**src/rtl/cpu_program_player_if.sv**
```systemverilog
// Host-side bundle of the program player: loader write port, run control,
// and the signals that drive the attached stack_cpu.
interface cpu_program_player_if #(
  parameter int ADDR_BITS = 4
) ();
  logic                 wr_en;
  logic [ADDR_BITS-1:0] wr_addr;
  logic [3:0]           wr_data;
  logic                 start;
  logic                 cpu_rst;
  logic [3:0]           cpu_inbits;
  logic                 busy;
  logic                 done;
  logic [ADDR_BITS-1:0] pc;

  modport master (
    output wr_en, wr_addr, wr_data, start,
    input  cpu_rst, cpu_inbits, busy, done, pc
  );

  modport slave (
    input  wr_en, wr_addr, wr_data, start,
    output cpu_rst, cpu_inbits, busy, done, pc
  );
endinterface

```
**src/rtl/cpu_program_player.sv**
```systemverilog
// Stores a nibble program and replays it onto stack_cpu inbits, holding each
// opcode/operand for the CPU's fetch/exec timing; pulses the CPU reset at run start.
module cpu_program_player #(
  parameter int ADDR_BITS = 4
) (
  input  logic                 clk,
  input  logic                 rst,
  cpu_program_player_if.slave  host
);
  localparam int                DEPTH    = 2 ** ADDR_BITS;
  localparam logic [ADDR_BITS:0] STEP_ONE = (ADDR_BITS + 1)'(1);
  localparam logic [ADDR_BITS:0] STEP_TWO = (ADDR_BITS + 1)'(2);
  localparam logic [3:0]         OP_HALT  = 4'hF;

  typedef enum logic [2:0] {
    S_IDLE   = 3'd0,
    S_CPURST = 3'd1,
    S_FETCH  = 3'd2,
    S_EXEC   = 3'd3,
    S_DONE   = 3'd4
  } state_t;

  function automatic logic has_operand(input logic [3:0] op);
    case (op)
      4'h1, 4'h6, 4'h7, 4'h8: has_operand = 1'b1;
      default:                has_operand = 1'b0;
    endcase
  endfunction

  function automatic logic [1:0] exec_len(input logic [3:0] op);
    case (op)
      4'h0, 4'h3, 4'h4, 4'hB, 4'hE: exec_len = 2'd1;
      4'h9, 4'hA, 4'hC, 4'hD:       exec_len = 2'd3;
      default:                      exec_len = 2'd2;
    endcase
  endfunction

  logic [3:0]           mem_q [DEPTH];
  state_t               state_q, state_d;
  logic [ADDR_BITS-1:0] pc_q, pc_d;
  logic [3:0]           op_q, op_d;
  logic [1:0]           exec_cnt_q, exec_cnt_d;
  logic [3:0]           inbits_q, inbits_d;
  logic                 busy_q, busy_d;
  logic                 done_q, done_d;

  logic [ADDR_BITS:0]   adv_sum_s;
  logic [ADDR_BITS-1:0] adv_pc_s;
  logic [ADDR_BITS-1:0] operand_addr_s;
  logic                 wrap_s;
  logic [3:0]           fetch_op_s;
  logic [3:0]           operand_s;
  logic                 wr_accept_s;

  // Carry out of the pc advance marks a run that fell off the end of the RAM.
  assign adv_sum_s      = {1'b0, pc_q} + (has_operand(op_q) ? STEP_TWO : STEP_ONE);
  assign adv_pc_s       = adv_sum_s[ADDR_BITS-1:0];
  assign wrap_s         = adv_sum_s[ADDR_BITS];
  assign operand_addr_s = pc_q + ADDR_BITS'(1);
  assign operand_s      = has_operand(op_q) ? mem_q[operand_addr_s] : 4'h0;
  assign fetch_op_s     = mem_q[(state_q == S_EXEC) ? adv_pc_s : pc_q];
  assign wr_accept_s    = host.wr_en && (state_q == S_IDLE);

  // Program RAM write port, open only while idle.
  always_ff @(posedge clk) begin
    if (wr_accept_s) begin
      mem_q[host.wr_addr] <= host.wr_data;
    end
  end

  // Next state and next registered outputs.
  always_comb begin
    state_d    = state_q;
    pc_d       = pc_q;
    op_d       = op_q;
    exec_cnt_d = exec_cnt_q;
    inbits_d   = 4'h0;
    busy_d     = 1'b0;
    done_d     = 1'b0;
    case (state_q)
      S_IDLE: begin
        if (host.start) begin
          state_d = S_CPURST;
          pc_d    = '0;
          busy_d  = 1'b1;
        end else begin
          state_d = S_IDLE;
        end
      end
      S_CPURST: begin
        state_d = S_FETCH;
        busy_d  = 1'b1;
        op_d    = fetch_op_s;
        if (fetch_op_s == OP_HALT) begin
          done_d = 1'b1;
        end else begin
          inbits_d = fetch_op_s;
        end
      end
      S_FETCH: begin
        if (op_q == OP_HALT) begin
          state_d = S_IDLE;
        end else begin
          state_d    = S_EXEC;
          exec_cnt_d = exec_len(op_q);
          busy_d     = 1'b1;
          inbits_d   = operand_s;
        end
      end
      S_EXEC: begin
        busy_d = 1'b1;
        if (exec_cnt_q > 2'd1) begin
          exec_cnt_d = exec_cnt_q - 2'd1;
          inbits_d   = inbits_q;
        end else if (wrap_s) begin
          state_d = S_DONE;
          pc_d    = '0;
          done_d  = 1'b1;
        end else begin
          state_d = S_FETCH;
          pc_d    = adv_pc_s;
          op_d    = fetch_op_s;
          if (fetch_op_s == OP_HALT) begin
            done_d = 1'b1;
          end else begin
            inbits_d = fetch_op_s;
          end
        end
      end
      S_DONE: begin
        state_d = S_IDLE;
      end
      default: begin
        state_d = S_IDLE;
      end
    endcase
  end

  // Sequencer state and registered outputs.
  always_ff @(posedge clk) begin
    if (rst) begin
      state_q    <= S_IDLE;
      pc_q       <= '0;
      op_q       <= 4'h0;
      exec_cnt_q <= 2'd0;
      inbits_q   <= 4'h0;
      busy_q     <= 1'b0;
      done_q     <= 1'b0;
    end else begin
      state_q    <= state_d;
      pc_q       <= pc_d;
      op_q       <= op_d;
      exec_cnt_q <= exec_cnt_d;
      inbits_q   <= inbits_d;
      busy_q     <= busy_d;
      done_q     <= done_d;
    end
  end

  // The CPU is held in reset together with this block, and for the run's first cycle.
  assign host.cpu_rst    = rst | (state_q == S_CPURST);
  assign host.cpu_inbits = inbits_q;
  assign host.busy       = busy_q;
  assign host.done       = done_q;
  assign host.pc         = pc_q;
endmodule

```
**src/flat_wrapper.sv**
```systemverilog
// flat-port wrapper written by rule: the top's interface ports become plain ports
module cpu_program_player_flat 
#(
  parameter int ADDR_BITS = 4
)
  (clk, rst, host_wr_en, host_wr_addr, host_wr_data, host_start, host_cpu_rst, host_cpu_inbits, host_busy, host_done, host_pc);
  cpu_program_player_if #(.ADDR_BITS(ADDR_BITS)) host_i ();
  input  logic clk;
  input  logic rst;
  input wire logic [$bits(host_i.wr_en)-1:0] host_wr_en;
  input wire logic [$bits(host_i.wr_addr)-1:0] host_wr_addr;
  input wire logic [$bits(host_i.wr_data)-1:0] host_wr_data;
  input wire logic [$bits(host_i.start)-1:0] host_start;
  output wire logic [$bits(host_i.cpu_rst)-1:0] host_cpu_rst;
  output wire logic [$bits(host_i.cpu_inbits)-1:0] host_cpu_inbits;
  output wire logic [$bits(host_i.busy)-1:0] host_busy;
  output wire logic [$bits(host_i.done)-1:0] host_done;
  output wire logic [$bits(host_i.pc)-1:0] host_pc;
  assign host_i.wr_en = host_wr_en;
  assign host_i.wr_addr = host_wr_addr;
  assign host_i.wr_data = host_wr_data;
  assign host_i.start = host_start;
  assign host_cpu_rst = host_i.cpu_rst;
  assign host_cpu_inbits = host_i.cpu_inbits;
  assign host_busy = host_i.busy;
  assign host_done = host_i.done;
  assign host_pc = host_i.pc;
  cpu_program_player #(.ADDR_BITS(ADDR_BITS)) u_core (.clk(clk), .rst(rst), .host(host_i));
endmodule
```
**config.mk**
```make
export PLATFORM = sky130hd
export DESIGN_NAME = cpu_program_player_flat
export DESIGN_NICKNAME = d
export VERILOG_FILES = /design/src/rtl/cpu_program_player_if.sv /design/src/rtl/cpu_program_player.sv /design/src/flat_wrapper.sv
export SDC_FILE = /design/constraint.sdc
export NUM_CORES = 1
export LEC_CHECK = 0
export BUFFER_PORTS_ARGS = -buffer_cell sky130_fd_sc_hd__buf_2
export CAP_MARGIN = 20
export CORE_AREA = 10 10 117 119
export DETAILED_ROUTE_END_ITERATION = 7
export DIE_AREA = 0 0 127 129
export SLEW_MARGIN = 40
export SYNTH_ARGS = -nofsm -noshare
export SYNTH_HDL_FRONTEND = slang
export SYNTH_SLANG_ARGS = --single-unit
```
**constraint.sdc**
```tcl
create_clock -name clk -period 7.3 [get_ports clk]
set_clock_uncertainty 0.1 [all_clocks]
set_input_delay 0.73 -clock clk [delete_from_list [all_inputs] [get_ports clk]]
set_output_delay 0.73 -clock clk [all_outputs]
set_load 0.02 [all_outputs]
```
==> results of run 1 <==
metrics by stage:
step / hold WS, ns / power, mW / instances
floorplan: 0.333 / 0.628 / 314
global route: 0.395 / 1.14 / 481
finish: 0.367 / 1.10 / 481
detailed placement: 0.370 / 0.658 / 465
global placement: 0.353 / 0.655 / 465
CTS: 0.380 / 1.10 / 481
state kept, by name, indices dropped and copies added, names as in the netlist, named ones only:
register / cells
u_core.op_q: 4
u_core.state_q: 3
u_core.host.done: 1
u_core.host.cpu_inbits: 4
u_core.host.pc: 4
u_core.host.busy: 1
u_core.mem_q: 64
u_core.exec_cnt_q: 2
cells in the mapped netlist, types with 3 or more instances:
| library cell | n |
|---|---|
| edfxtp_1 | 64 |
| nor2_1 | 35 |
| mux4_2 | 26 |
| mux2i_1 | 23 |
| dfxtp_1 | 21 |
| nand2_1 | 18 |
| a21oi_1 | 10 |
| a211oi_1 | 9 |
| clkbuf_1 | 9 |
| inv_1 | 8 |
| nand2b_1 | 8 |
| nor3_1 | 8 |
| ha_1 | 7 |
| mux4_1 | 6 |
| nand3_1 | 6 |
| nor2b_1 | 5 |
| a221o_1 | 4 |
| buf_2 | 3 |
| xor2_1 | 3 |
power by group:
part,switching [mW],internal (mW)
clock network,0.209,0.242
registers,0.0111,0.531
logic,0.0598,0.0449
total,0.280,0.819
critical path, cell delays in order, from the launching register on:
cell and delay, ns:
dfxtp_1 0.52, and3b_4 0.27, or3_1 0.44, inv_1 0.14, nand2_1 0.08, fa_1 0.52
o21ai_4 0.60, mux4_2 0.58, mux2i_1 0.18, mux2i_1 0.16, mux2i_1 0.26, nor2_1 0.11
inv_1 0.10, ha_1 0.26, nand2b_1 0.09, a21oi_1 0.06, a21oi_1 0.16, o211ai_1 0.11
mux2_2 0.27
cells by family after synthesis:
| logic type | after synthesis |
|---|---|
| AO/OA/AOI/OAI | 35 |
| XOR/XNOR | 5 |
| adder cells (fa/ha/maj) | 8 |
| buffers and inverters | 23 |
| flip-flops | 85 |
| multiplexers | 58 |
| AND/OR/NAND/NOR | 100 |
worst paths after layout:
path	cells past startpoint	slack, ns	to
setup / recovery	18	2.17	register
hold / removal	2	0.37	u_core.exec_cnt_q[0]
setup reg to reg	18	2.17	register
hold reg to reg	2	0.37	u_core.exec_cnt_q[0]
cell type report:
class                           count  area (sq um)  share of cell area (%)
Tap cell                          143           179                    3.59
Inverter                            8          30.0                   0.602
Clock buffer                        9           225                    4.51
Timing Repair Buffer               23           118                    2.36
Multi-Input combinational cell    206          2020                    40.5
Sequential cell                    85          2340                    47.0
Clock inverter                      7          75.1                    1.50
layer usage:
layer / part of all wire (%) / vias to the layer above / track usage [%] / wire [microns]
met5: 0 / - / 0 / 0
met4: 0.65 / 0 / 3.22 / 62
met3: 6.7 / 7 / 2.96 / 642
met2: 48 / 85 / 19.5 / 4560
met1: 45 / 1349 / 15.6 / 4290
li1: - / 1279 / - / -
==> impl_metrics.yaml, run 1 <==
clocking:
  clk_pin_slew_ns: 0.06
  cts_made_buffers: 9
  cts_buffer_depth: 2
  clockRootBuffer: "clkbuf_16"
  htreeDepth: 3
  clock_latency_ns: 0.34
  tritoncts: "built"
  cts.sinks: 85
  cts_setup_buffers: 0
  post_cts_resized: 0
  holdBufCountCts: 0
detailed_routing:
  route.vias.total: 2720
  drcViolationCount: 0
  via_per_inst: 5.65
  wl_per_cell_microns: 19.9
  dr.first_iter.drc_count: 263
  routed_wirelength_mm: 9.56
  firstDrtPassIters: 5
  ant_nets: 0
final_layout:
  utilization_pct: 44.1
  antennaDiodeCount: 0
  final_cell_mix: "edfxtp_1 (64), nor2_1 (35), mux4_2 (26)"
  nets: 353
  nFillCells: 1032
  final_common_cell: "edfxtp_1"
  post-route-cell-area_sq_um: 4990
  layout-drive-gt1-share_pct: 24.0
  areaGrowthSynthToFinish_pct: 12.7
place:
  hpwlAfterDp_mm: 6.92
  pre_cts_slack_ns: 2.18
  placed_area_sq_um: 4690
  io_buffers: 22
  gp_congestion: 0.754
worst_setup_path:
  critPathLaunch: "u_core.op_q[3]"
  cp_max_fo: 16
  crit_arrival_ns: 5.25
  worstSetupPathType: "reg -> reg"
  worstPathRequired_ns: 7.43
  start_kind: "register"
  endpoint_kind: "register"
  rr_startpoint: "u_core.op_q[3]"
job:
  max_cap_viol_count: 0
sta:
  tightestPinTransition_ns: 0.740
  rsz0062_at_grt: "no"
  period_share_pct: 70.2
  setup_ws_ns: 2.17
  max_clock_freq_mhz: 195
  setup_viol: 0
  tns_ns: 0
  hold_violations: 0
  layout_min_cycle_time_ns: 5.13
  slew_headroom_pct: 50.6
  maxSlewViolCount: 0
die:
  die-area_sq_um: 16400
  core_area_sq_um: 11300
  rows: 39
  io_pins: 23
  die_w_microns: 127
  start_util_pct: 39.1
  fp.dieH_microns: 129
power:
  p_leak_nw: 1.73
  vdd_drop_max_v: 0.000135
  p_per_area_nw_per_um2: 220
synthesis:
  synth_xor_area_share_pct: 1.16
  yosys.area_share.adder_pct: 2.43
  ys_ff_latch: 85
  yosys_warnings: 0
  netlist.area_leader.share_pct: 43.4
  synth_flop_cell: "edfxtp_1"
  syn_nets: 334
  ys_types: 52
  netlist_instances: 314
  yosysTopAreaCell: "edfxtp_1"
  synthMuxAreaShare_pct: 23.3
  mappedNetlistArea_sq_um: 4430
  synth.avg_cell_area_sq_um: 14.1
  synth_edf_count: 64
  yosysSeqAreaShare_pct: 52.9
  synth_top_family_by_area: "multiplexers"
  yosys.area_share.simple_pct: 12.2
  ys_top_cells_by_area: "edfxtp_1 (43%), mux4_2 (13%), dfxtp_1 (9.5%)"
  ys_async_sr_fraction_pct: 0
  synth_compound_area_share_pct: 5.77
global_route:
  grt_pass1_wl_mm: 15.4
  track_usage_pct: 12.0
  overflow: 0
  grt_pass1_vias: 2756
  grt_max_degree: 25
  antenna_found_initial: 0
outcome:
  status: "finished, final reports clean"
hold_path:
  hp-class: "reg -> reg"
No activity file was read; power rests on OpenSTA's default activity.
==> inputs of run 2 (changes only) <==
Clock period 7.3 ns to 4.7 ns, I/O delays scaled along.
==> impl_metrics.yaml, run 2 (synthesis gave the netlist of run 1 again) <==
outcome:
  status: "finished, final reports clean"
clocking:
  clock_latency_ns: 0.34
  htreeDepth: 3
  cts_made_buffers: 9
  tritoncts: "built"
  clockRootBuffer: "clkbuf_16"
  cts.sinks: 85
  cts_buffer_depth: 2
  clk_pin_slew_ns: 0.07
final_layout:
  largest_register_ffs: 64
  largest-register: "u_core.mem_q"
  areaGrowthSynthToFinish_pct: 15.3
  final_common_cell: "edfxtp_1"
  layout-drive-gt1-share_pct: 28.1
  antennaDiodeCount: 0
  nets: 364
  final_cell_mix: "edfxtp_1 (64), nor2_1 (35), mux4_2 (26)"
detailed_routing:
  routed_wirelength_mm: 9.95
  ant_nets: 0
  route.vias.total: 2758
  drcViolationCount: 0
  via_per_inst: 5.61
  firstDrtPassIters: 4
  wl_per_cell_microns: 20.2
  dr.first_iter.drc_count: 242
power:
  power.share.switching_pct: 24.8
  p_sw_uw: 436
  totalPowerFinal_mw: 1.76
  p_leak_nw: 1.77
  intPower_mw: 1.32
  pwr-share-clk_pct: 42.1
  vdd_drop_max_v: 0.000271
  p_per_area_nw_per_um2: 344
  p_seq_share_pct: 48.1
  pwr-share-comb_pct: 9.8
global_route:
  grt_pass1_wl_mm: 15.7
  antenna_found_initial: 0
  track_usage_pct: 12.3
  overflow: 0
  grt_max_degree: 25
  grt_pass1_vias: 2786
place:
  gp_congestion: 0.749
  io_buffers: 22
  hpwlAfterDp_mm: 7.10
worst_setup_path:
  cp_max_fo: 15
  cp_top_family: "multiplexers"
  crit_arrival_ns: 4.58
  r2r_setup_slack_ns: 0.24
  worstSetupPathType: "reg -> reg"
  critical_path.slowest_cell: "mux4_2"
  worstPathRequired_ns: 4.83
  reg2reg_depth: 19
  endpoint_kind: "register"
  path_cells: "and3b_4, or3_4, inv_2, nand2_1, fa_1, o21ai_2, buf_12, mux4_2, mux2i_2, mux2i_1, mux2i_1, nor2_1, inv_1, ha_1, nand2b_1, a21oi_1, a21oi_1, o211ai_1, mux2_2"
  crit_buf_inv: 3
  worstSetupPathDepth: 19
  rr_startpoint: "u_core.op_q[2]"
  slowest_delay_ns: 0.52
  start_kind: "register"
die:
  core_area_sq_um: 11300
  io_pins: 23
  start_util_pct: 39.1
  die-area_sq_um: 16400
  rows: 39
  die_w_microns: 127
  fp.dieH_microns: 129
sta:
  maxSlewViolCount: 0
  rsz0062_at_grt: "no"
  slew_headroom_pct: 50.2
  tightestPinTransition_ns: 0.744
  hold_violations: 0
  layout_min_cycle_time_ns: 4.46
  tns_ns: 0
  max_clock_freq_mhz: 224
  setup_viol: 0
  period_share_pct: 94.8
job:
  max_cap_viol_count: 0
hold_path:
  whs_endpoint: "u_core.host.cpu_inbits[2]"
  hold_start: "u_core.host.cpu_inbits[2]"
  min_path_cells: 1
  hp-class: "reg -> reg"
## run 2: per-stage QoR
step	setup WS, ns	instance area (sq um)	utilization, %	std cells	hold slack [ns]
3_5_place_dp	0.135	4720	41.7	471	0.383
4_1_cts	0.113	5020	44.4	487	0.398
2_1_floorplan	0.0370	4430	-	314	0.333
6_report	0.243	5100	45.1	492	0.396
3_3_place_gp	0.240	4710	41.6	471	0.379
5_1_grt	0.00724	5100	45.1	492	0.418
## run 2: layout make-up
type,count,area [sq um]
fillers,1028,6220
flip-flops and latches,85,2340
multi-input cells,206,2030
clock buffers,9,225
repair buffers,34,213
well taps,143,179
clock inverters,7,80.1
inverters,8,30.0
## run 2: what timing repair did
item,CTS,global route
hold buffers,0,0
buffers inserted,0,5
resized for setup,0,8
setup endpoints to repair,0,2
## run 2: worst max path at each step
stage / start / to / slack (ns)
3_3_place_gp: u_core.op_q[3] / register / 0.24
6_report: u_core.op_q[2] / register / 0.24
5_1_grt: u_core.op_q[2] / register / 0.007
4_1_cts: u_core.op_q[3] / register / 0.11
3_5_place_dp: u_core.op_q[3] / register / 0.13
2_1_floorplan: u_core.host.pc[0] / register / 0.04
## run 2: metal layers
layer	up-vias	GRT usage [%]	wire, microns
li1	1291	-	-
met1	1387	15.7	4440
met2	69	19.6	4800
met3	11	4.23	590
met4	0	2.81	117
met5	-	0	0
## run 2: power by group through the flow
stage	Clock (mW)	Sequential, mW	Combinational, mW
2_1_floorplan	0	0.854	0.121
3_3_place_gp	0	0.860	0.165
3_5_place_dp	0	0.861	0.168
4_1_cts	0.750	0.844	0.169
5_1_grt	0.778	0.847	0.191
6_report	0.739	0.845	0.173
